### config.mk
export PLATFORM = sky130hd
export DESIGN_NAME = uart_byte_rx_flat
export DESIGN_NICKNAME = d
export VERILOG_FILES = /design/src/rtl/uart_pkg.sv /design/src/rtl/uart_byte_rx_if.sv /design/src/rtl/uart_baud_tick.sv /design/src/rtl/uart_byte_rx.sv /design/src/flat_wrapper.sv
export SDC_FILE = /design/constraint.sdc
export NUM_CORES = 1
export LEC_CHECK = 0
export CORE_MARGIN = 2
export CORE_UTILIZATION = 50
export CTS_BUF_LIST = sky130_fd_sc_hd__clkbuf_2 sky130_fd_sc_hd__clkbuf_4 sky130_fd_sc_hd__clkbuf_8
export CTS_CLUSTER_DIAMETER = 200
export DETAILED_ROUTE_END_ITERATION = 10
export GPL_TIMING_DRIVEN = 0
export PLACE_DENSITY = 0.67
export SETUP_SLACK_MARGIN = 0.05
export SYNTH_ARGS = -nofsm -noshare
export SYNTH_HDL_FRONTEND = slang
export SYNTH_HIERARCHICAL = 1
export SYNTH_SLANG_ARGS = --single-unit
### constraint.sdc
create_clock -name Clk -period 5.13 [get_ports Clk]
set_clock_uncertainty 0.1 [all_clocks]
set_input_delay 1.026 -clock Clk [delete_from_list [all_inputs] [get_ports Clk]]
set_output_delay 1.026 -clock Clk [all_outputs]
set_load 0.1 [all_outputs]
### src/rtl/uart_pkg.sv
// Shared types and constants for the UART receiver and the planned transmitter.
package uart_pkg;

  typedef enum logic [3:0] {
    IDLE  = 4'b0001,
    START = 4'b0010,
    DATA  = 4'b0100,
    STOP  = 4'b1000
  } rx_state_t;

  localparam int unsigned SAMPLE_LO     = 7;
  localparam int unsigned SAMPLE_MID    = 8;
  localparam int unsigned SAMPLE_HI     = 9;
  localparam int unsigned TICKS_PER_BIT = 16;
  localparam int unsigned LAST_T        = 153;

  function automatic int unsigned baud_cnt_max(input int unsigned clk_freq,
                                               input int unsigned baud);
    return clk_freq / (baud * TICKS_PER_BIT) - 1;
  endfunction

endpackage

### src/rtl/uart_byte_rx_if.sv
// Serial line plus received-byte status bundle for uart_byte_rx.
interface uart_byte_rx_if;
  logic       Rs232_Rx;
  logic [7:0] Data_Byte;
  logic       Rx_Done;
  logic       Frame_Err;
  logic       Rx_Busy;

  modport master (output Rs232_Rx, input Data_Byte, Rx_Done, Frame_Err, Rx_Busy);
  modport slave  (input Rs232_Rx, output Data_Byte, Rx_Done, Frame_Err, Rx_Busy);
endinterface

### src/rtl/uart_baud_tick.sv
// Oversample divider: counts 0..BAUD_CNT_MAX while enabled, tick on the terminal count.
module uart_baud_tick #(
  parameter int unsigned BAUD_CNT_MAX = 324
) (
  input  logic clk,
  input  logic rst,
  input  logic en,
  input  logic clr,
  output logic tick
);

  localparam int unsigned W = (BAUD_CNT_MAX > 0) ? $clog2(BAUD_CNT_MAX + 1) : 1;
  localparam logic [W-1:0] CNT_LAST = W'(BAUD_CNT_MAX);

  logic [W-1:0] cnt;

  assign tick = en && (cnt == CNT_LAST);

  always_ff @(posedge clk) begin
    if (rst || clr) begin
      cnt <= '0;
    end else if (en) begin
      cnt <= tick ? '0 : cnt + 1'b1;
    end
  end

endmodule

### src/rtl/uart_byte_rx.sv
// 8N1 UART receiver, 16x oversampling with 2-of-3 majority vote around mid-bit.
module uart_byte_rx
  import uart_pkg::*;
#(
  parameter int unsigned CLK_FREQ = 50_000_000,
  parameter int unsigned BAUD     = 9600
) (
  input logic           Clk,
  input logic           Rst,
  uart_byte_rx_if.slave rx_if
);

  localparam int unsigned BAUD_CNT_MAX = baud_cnt_max(CLK_FREQ, BAUD);
  localparam int unsigned PH_BITS      = $clog2(TICKS_PER_BIT);
  localparam int unsigned BIT_W        = 8 - PH_BITS;

  localparam logic [PH_BITS-1:0] PH_LO     = PH_BITS'(SAMPLE_LO);
  localparam logic [PH_BITS-1:0] PH_MID    = PH_BITS'(SAMPLE_MID);
  localparam logic [PH_BITS-1:0] PH_HI     = PH_BITS'(SAMPLE_HI);
  localparam logic [BIT_W-1:0]   LAST_DATA = BIT_W'(8);
  localparam logic [7:0]         T_LAST    = 8'(LAST_T);

  rx_state_t state, state_next;

  logic             sync1, sync2, sync_prev, fall;
  logic             tick, tick_q, decide, vote;
  logic [7:0]       t;
  logic [PH_BITS-1:0] phase;
  logic [BIT_W-1:0] bitn;
  logic             s0, s1;
  logic [7:0]       sh, data_q;
  logic             done_q, err_q, busy_q;
  logic             shift_en, load, err_d, busy_d;

  uart_baud_tick #(.BAUD_CNT_MAX(BAUD_CNT_MAX)) u_tick (
    .clk  (Clk),
    .rst  (Rst),
    .en   (state != IDLE),
    .clr  (state == IDLE),
    .tick (tick)
  );

  assign fall  = sync_prev & ~sync2;
  assign phase = t[PH_BITS-1:0];
  assign bitn  = t[7:PH_BITS];
  // Decisions run in the cycle after the tick, when t already holds the new count.
  assign decide = tick_q && (phase == PH_HI);
  assign vote   = (s0 & s1) | (s0 & sync2) | (s1 & sync2);

  always_ff @(posedge Clk) begin
    if (Rst) state <= IDLE;
    else     state <= state_next;
  end

  always_comb begin
    state_next = state;
    unique case (state)
      IDLE:  if (fall) state_next = START;
      START: if (decide) state_next = vote ? IDLE : DATA;
      DATA:  if (decide && bitn == LAST_DATA) state_next = STOP;
      STOP:  if (decide && t == T_LAST) state_next = IDLE;
      default: state_next = IDLE;
    endcase
  end

  always_comb begin
    shift_en = 1'b0;
    load     = 1'b0;
    err_d    = 1'b0;
    busy_d   = (state != IDLE) && (state_next != IDLE);
    unique case (state)
      DATA: shift_en = decide;
      STOP: begin
        load  = decide && (t == T_LAST) && vote;
        err_d = decide && (t == T_LAST) && !vote;
      end
      default: ;
    endcase
  end

  always_ff @(posedge Clk) begin
    if (Rst) begin
      sync1     <= 1'b1;
      sync2     <= 1'b1;
      sync_prev <= 1'b1;
      tick_q    <= 1'b0;
      t         <= '0;
      s0        <= 1'b1;
      s1        <= 1'b1;
      sh        <= '0;
      data_q    <= '0;
      done_q    <= 1'b0;
      err_q     <= 1'b0;
      busy_q    <= 1'b0;
    end else begin
      sync1     <= rx_if.Rs232_Rx;
      sync2     <= sync1;
      sync_prev <= sync2;
      tick_q    <= tick;
      if (state == IDLE) t <= '0;
      else if (tick)     t <= t + 1'b1;
      if (tick_q && phase == PH_LO)  s0 <= sync2;
      if (tick_q && phase == PH_MID) s1 <= sync2;
      if (shift_en) sh <= {vote, sh[7:1]};
      if (load)     data_q <= sh;
      done_q <= load;
      err_q  <= err_d;
      busy_q <= busy_d;
    end
  end

  assign rx_if.Data_Byte = data_q;
  assign rx_if.Rx_Done   = done_q;
  assign rx_if.Frame_Err = err_q;
  assign rx_if.Rx_Busy   = busy_q;

endmodule

### src/flat_wrapper.sv
// flat-port wrapper written by rule: the top's interface ports become plain ports
module uart_byte_rx_flat import uart_pkg::*;
#(
  parameter int unsigned CLK_FREQ = 50_000_000,
  parameter int unsigned BAUD     = 9600
)
  (Clk, Rst, rx_if_Rs232_Rx, rx_if_Data_Byte, rx_if_Rx_Done, rx_if_Frame_Err, rx_if_Rx_Busy);
  uart_byte_rx_if rx_if_i ();
  input logic Clk;
  input logic Rst;
  input wire logic [$bits(rx_if_i.Rs232_Rx)-1:0] rx_if_Rs232_Rx;
  output wire logic [$bits(rx_if_i.Data_Byte)-1:0] rx_if_Data_Byte;
  output wire logic [$bits(rx_if_i.Rx_Done)-1:0] rx_if_Rx_Done;
  output wire logic [$bits(rx_if_i.Frame_Err)-1:0] rx_if_Frame_Err;
  output wire logic [$bits(rx_if_i.Rx_Busy)-1:0] rx_if_Rx_Busy;
  assign rx_if_i.Rs232_Rx = rx_if_Rs232_Rx;
  assign rx_if_Data_Byte = rx_if_i.Data_Byte;
  assign rx_if_Rx_Done = rx_if_i.Rx_Done;
  assign rx_if_Frame_Err = rx_if_i.Frame_Err;
  assign rx_if_Rx_Busy = rx_if_i.Rx_Busy;
  uart_byte_rx #(.CLK_FREQ(CLK_FREQ), .BAUD(BAUD)) u_core (.Clk(Clk), .Rst(Rst), .rx_if(rx_if_i));
endmodule
==> results.py, run 1 <==
metrics = {
    "synthesis": {
        "synth_cell_types": 42,
        "syn-num-nets": 226,
        "yosysTopAreaCellShare": 0.4644,
        "ys_seq_area_frac": 0.4644,
        "synth_area_leaders": "dfxtp_1 (46%), a21oi_1 (5.6%), nand3_1 (5.6%)",
        "syn_avg_cell_area_um2": 9.097,
        "yosysTopAreaCell": "dfxtp_1",
        "postSynthRegisterBits": 46,
        "synth_area_um2": 1983,
        "yosys_warnings": 6,
        "syn_inst": 218,
    },
    "routing": {
        "wl_met1_um": 1658,
        "first_pass_iters": 4,
        "via_per_inst": 5.627,
        "drt_wl_total_um": 3812,
        "route.detailed.drc": 0,
        "wire_per_inst_um": 13.28,
        "postRouteAntennaNets": 0,
        "vias": 1615,
        "wl_met3_um": 178,
        "top_layer": "met4",
        "drt_iter0_drc": 66,
        "dr_wl_met2_um": 1949,
    },
    "clock_network": {
        "cts_buffers": 5,
        "cts_buffer_depth": 2,
        "post_cts_buffers": 0,
        "cts-resized-gates": 0,
        "cts_max_level": 2,
        "hold_buffers": 0,
        "cts_tree": "built",
        "cts.sinks": 46,
        "clockRootBuffer": "clkbuf_8",
        "clk_pin_slew_ns": 0.08,
        "insertion_delay_ns": 0.29,
    },
    "die": {
        "rows": 22,
        "ioPinCount": 14,
        "core_um2": 3744,
        "fp.dieW_um": 66.98,
        "initial_core_util": 0.5297,
        "chipHeight_um": 66.98,
        "die_area_um2": 4486,
    },
    "worst_setup_path": {
        "path_max_fanout": 2,
        "cpPeakStageDelay_ns": 1.13,
        "critPathRequiredTime_ns": 4.00,
        "path_buf_inv": 1,
        "slowest_stage": "clkdlybuf4s50_1",
        "worst-setup-path-type": "reg -> out",
        "cp_top_family": "buffers and inverters",
        "cp-end-kind": "output port",
        "arrival_ns": 1.75,
        "crit_path_start_kind": "flip-flop",
        "crit_chain": "clkdlybuf4s50_1",
    },
    "global_route": {
        "grt.total_usage": 0.2049,
        "grt_max_degree": 14,
        "grt_pass1_vias": 1536,
        "grt_remaining_overflow": 0,
        "antenna_found_initial": 0,
        "grt_pass1_wl_um": 6948,
    },
    "finish": {
        "design_area_um2": 2268,
        "final_common_cell": "dfxtp_1",
        "antennaDiodeCount": 0,
        "fin_cells": 287,
        "layout_common_cells": "dfxtp_1 (46), nand3_1 (22), a21oi_1 (22)",
        "nNetsFinal": 246,
        "area_delta_synth_final_pct": 14.39,
        "fillers": 343,
        "drive_gt1_frac": 0.09623,
        "final_core_util": 0.6059,
    },
    "placement": {
        "gp_congestion": 0.7938,
        "hpwl_um": 2741,
        "dp_cells": 279,
        "place_area_um2": 2173,
        "io_buffers": 13,
    },
    "sta": {
        "worst_pin_slew_ns": 0.9660,
        "rsz0062_at_grt": "no",
        "setup_viol": 0,
        "fmax_ghz": 0.3480,
        "setup_tns_ns": 0,
        "hold_viol_final": 0,
        "layout_worst_path_cycle_share": 0.5601,
        "timing.final.max_slew_violations": 0,
        "finalCriticalPeriod_ns": 2.873,
        "relSlewSlack": 0.3540,
    },
    "status": {
        "status": "complete, no violations",
    },
    "hold_path": {
        "hold_path.class": "reg -> reg",
    },
    "power_and_ir_drop": {
        "vdd_drop_max_v": 0.0001773,
        "power.density_nw_per_um2": 263.5,
        "fin_total_pwr_uw": 597.8,
        "leakage_nw": 0.7611,
    },
    "job": {
        "maxCapViolations": 0,
    },
}
[routing by layer]
metal,up-vias,track usage
met1,769,0.2461
li1,811,-
met4,0,0.06378
met3,4,0.05236
met2,31,0.3563
met5,-,0
[final timing paths]
check | startpoint | endpoint | slack (ns) | cells past startpoint
setup / recovery | u_core/rx_if.Data_Byte[7] | rx_if_Data_Byte[7] | 2.26 | 1
hold / removal | u_core/sync1 | u_core/sync2 | 0.32 | 1
setup reg to reg | u_core/state[2] | u_core/t[5] | 2.69 | 9
hold reg to reg | u_core/sync1 | u_core/sync2 | 0.32 | 1
[synth_stat cells]
cell type	n
nor3_1	2
nor3b_1	1
nand2_1	13
a21o_1	1
nand3b_1	3
o21ai_0	13
and4_1	1
or2_1	1
nand4_2	2
maj3_1	1
nand3_1	22
and3_1	2
nand4b_1	3
or3b_4	1
o211ai_1	1
nand4_1	5
dfxtp_1	46
a211o_1	3
and4_4	1
o31ai_4	1
and4b_1	1
nand2b_1	2
a211oi_1	1
a21oi_1	22
o21ai_1	3
nor4b_1	2
and2_1	1
nor2_1	16
buf_6	2
clkbuf_1	7
nor4b_2	2
a32oi_1	1
or3_1	4
ha_1	5
inv_1	7
nor2b_1	1
xnor2_1	1
nor3_2	1
or2_2	4
mux2i_1	1
buf_2	1
xor2_1	10
[registers in the layout, indices dropped and copies added, names as in the netlist]
register,flops
u_core/rx_if.Frame_Err,1
u_core/rx_if.Rx_Done,1
u_core/rx_if.Data_Byte,8
u_core/t,8
u_core/sh,8
u_core/state,4
u_core/sync_prev,1
u_core/s0,1
u_core/tick_q,1
u_core/u_tick/cnt,9
u_core/sync1,1
u_core/sync2,1
u_core/rx_if.Rx_Busy,1
u_core/s1,1
[layout make-up]
class,count,area (um2),share of cell area
multi-input combinational,155,982.2,0.4330
sequential,46,920.9,0.4060
timing repair buffer,13,130.1,0.05736
clock buffer,7,90.09,0.03971
tap,48,60.06,0.02648
buffer,10,53.80,0.02372
inverter,7,26.28,0.01158
clock inverter,1,5.005,0.002206
[kinds of logic after synthesis]
family	count (synthesis)	share of synthesized area
and+or+nand+nor	91	0.2694
AOI/OAI and AO/OA	46	0.1357
DFF	46	0.4644
buffers and inverters	17	0.04038
xor gates and xnor gates	11	0.04858
adders and majority gates	6	0.03659
muxes	1	0.005048
[power by group]
| part | switching [mW] | total (mW) | internal, mW |
|---|---|---|---|
| registers | 0.00129 | 0.359 | 0.358 |
| clock network | 0.111 | 0.225 | 0.114 |
| logic | 0.00856 | 0.0132 | 0.00465 |
| total | 0.121 | 0.598 | 0.477 |
[metrics by stage]
stage / setup slack (ns) / hold slack [ns]
after floorplan: 3.050 / 0.2895
after global placement: 2.433 / 0.3008
after detailed placement: 2.403 / 0.3040
after CTS: 2.236 / 0.3251
after global routing: 2.188 / 0.3380
final: 2.257 / 0.3211
[worst reg2reg max path: stages, from the launching register on]
cell and delay (ns):
dfxtp_1 0.45, nor4b_2 0.12, inv_1 0.21, nand4b_1 0.24, nor3_2 0.29, clkbuf_1 0.33, and4_1 0.29, nand3_1 0.10
xor2_1 0.16, nor2_1 0.05
No activity file was read; power rests on OpenSTA's default activity.
==> inputs of run 2 (changes only) <==
--- a/config.mk
+++ b/config.mk
@@ -11,7 +11,7 @@
 export CTS_CLUSTER_DIAMETER = 200
 export DETAILED_ROUTE_END_ITERATION = 10
 export GPL_TIMING_DRIVEN = 0
-export PLACE_DENSITY = 0.67
+export PLACE_DENSITY = 0.69
 export SETUP_SLACK_MARGIN = 0.05
 export SYNTH_ARGS = -nofsm -noshare
 export SYNTH_HDL_FRONTEND = slang
==> constraint.sdc (replaced) <==
create_clock -name Clk -period 2.3 [get_ports Clk]
set_clock_uncertainty 0.1 [all_clocks]
set_input_delay 0.46 -clock Clk [delete_from_list [all_inputs] [get_ports Clk]]
set_output_delay 0.46 -clock Clk [all_outputs]
set_load 0.1 [all_outputs]
==> results.py, run 2 (synthesized netlist as in run 1, its figures left out) <==
metrics = {
    "status": {
        "status": "complete, no violations",
    },
    "routing": {
        "drt_iter0_drc": 82,
        "via_per_inst": 5.474,
        "route.detailed.drc": 0,
        "first_pass_iters": 4,
        "wire_per_inst_um": 12.94,
        "vias": 1571,
        "drt_wl_total_um": 3713,
        "postRouteAntennaNets": 0,
    },
    "sta": {
        "hold_viol_final": 0,
        "setup_slack_ns": 0.1795,
        "relSlewSlack": 0.3618,
        "layout_worst_path_cycle_share": 0.9220,
        "timing.final.max_slew_violations": 0,
        "rsz0062_at_grt": "no",
        "setup_viol": 0,
        "fmax_ghz": 0.4716,
        "worst_pin_slew_ns": 0.9611,
        "finalCriticalPeriod_ns": 2.121,
    },
    "power_and_ir_drop": {
        "p_comb_frac": 0.023,
        "switching_power_uw": 282.0,
        "vdd_drop_max_v": 0.0003290,
        "pwr-share-seq": 0.619,
        "p_int_mw": 1.014,
        "power.density_nw_per_um2": 573.6,
        "leakage_nw": 0.8280,
        "power.share.switching": 0.2175,
        "p_clk_frac": 0.358,
    },
    "global_route": {
        "antenna_found_initial": 0,
        "grt.total_usage": 0.1888,
        "grt_remaining_overflow": 0,
        "grt_max_degree": 14,
        "grt_pass1_wl_um": 6334,
        "grt_pass1_vias": 1462,
    },
    "die": {
        "rows": 22,
        "die_area_um2": 4486,
        "fp.dieW_um": 66.98,
        "initial_core_util": 0.5297,
        "ioPinCount": 14,
        "core_um2": 3744,
        "chipHeight_um": 66.98,
    },
    "clock_network": {
        "cts_buffer_depth": 2,
        "clk_pin_slew_ns": 0.08,
        "cts_buffers": 5,
        "hold_buffers": 0,
        "cts_max_level": 2,
        "clockRootBuffer": "clkbuf_8",
        "insertion_delay_ns": 0.30,
        "cts_tree": "built",
        "cts.sinks": 46,
    },
    "finish": {
        "drive_gt1_frac": 0.1172,
        "fin_cells": 287,
        "area_delta_synth_final_pct": 13.94,
        "layout_common_cells": "dfxtp_1 (43), nand3_1 (22), a21oi_1 (22)",
        "largest-register": "u_core/u_tick/cnt",
        "antennaDiodeCount": 0,
        "nNetsFinal": 247,
        "final_common_cell": "dfxtp_1",
        "design_area_um2": 2260,
        "largest_reg_flops": 9,
    },
    "placement": {
        "hpwl_um": 2551,
        "dp_cells": 279,
        "io_buffers": 13,
        "pre_cts_slack_ns": -0.07514,
        "gp_congestion": 0.7663,
        "place_area_um2": 2173,
    },
    "worst_setup_path": {
        "arrival_ns": 2.19,
        "crit_chain": "nor4b_4 > inv_2 > nand4b_1 > nor3_2 > buf_2 > and4_1 > nand3_1 > xor2_1 > nor2_1",
        "cp_top_family": "simple AND/OR/NAND/NOR gates",
        "path_max_fanout": 8,
        "slowest_stage": "dfxtp_1",
        "critPathRequiredTime_ns": 2.37,
        "cpPeakStageDelay_ns": 0.37,
        "path_buf_inv": 2,
        "crit_path_start_kind": "flip-flop",
        "cp-end-kind": "flip-flop",
        "worst-setup-path-type": "reg -> reg",
    },
    "job": {
        "maxCapViolations": 0,
    },
    "hold_path": {
        "hold_path.class": "reg -> reg",
    },
}
==> run 2: what timing repair did <==
item / CTS / global route
setup endpoints to repair: 14 / 4
pin swaps: 1 / 1
gates resized for setup: 12 / 6
buffers inserted: 0 / 1
gates cloned: 0 / 0
==> run 2: area by class of cell <==
type                    instances  area, um2
plain buffers                  10      55.05
clock buffers                   5      68.82
clock inverters                 2      10.01
fillers                       350       1484
inverters                       7      26.28
multi-input cells             155      991.0
flip-flops and latches         46      924.6
well taps                      48      60.06
repair buffers                 14      123.9
==> run 2: path summary, 6_finish.rpt <==
check                               endpoint  slack, ns            start  depth (start not counted)
worst max-delay path             u_core/t[5]       0.18  u_core/state[0]                          9
worst min-delay path            u_core/sync2       0.31     u_core/sync1                          1
worst max register to register   u_core/t[5]       0.18  u_core/state[0]                          9
worst min register to register  u_core/sync2       0.31     u_core/sync1                          1
==> run 2: power groups by stage <==
stage | combinational (mW) | sequential, mW | clock [mW]
final | 0.0301 | 0.802 | 0.464
after global routing | 0.0336 | 0.803 | 0.513
after CTS | 0.0295 | 0.802 | 0.476
after detailed placement | 0.0296 | 0.821 | 0
after global placement | 0.0292 | 0.820 | 0
after floorplan | 0.0185 | 0.821 | 0
==> run 2: metal layers <==
metal / GRT usage / vias to the layer above / share of wire
met3: 0.05574 / 5 / 0.041
met1: 0.2385 / 723 / 0.49
li1: - / 818 / -
met4: 0.07653 / 0 / 0.013
met5: 0 / - / 0
met2: 0.3000 / 25 / 0.46
==> run 2: stage by stage <==
step / hold slack (ns) / TNS, ns / util / total power [mW]
final: 0.3131 / 0 / 0.6036 / 1.296
after floorplan: 0.2895 / 0 / - / 0.8391
after detailed placement: 0.2997 / -0.2050 / 0.5805 / 0.8501
after global routing: 0.3273 / 0 / 0.6036 / 1.349
after CTS: 0.3171 / 0 / 0.5983 / 1.308
after global placement: 0.2978 / -0.2819 / 0.5805 / 0.8496
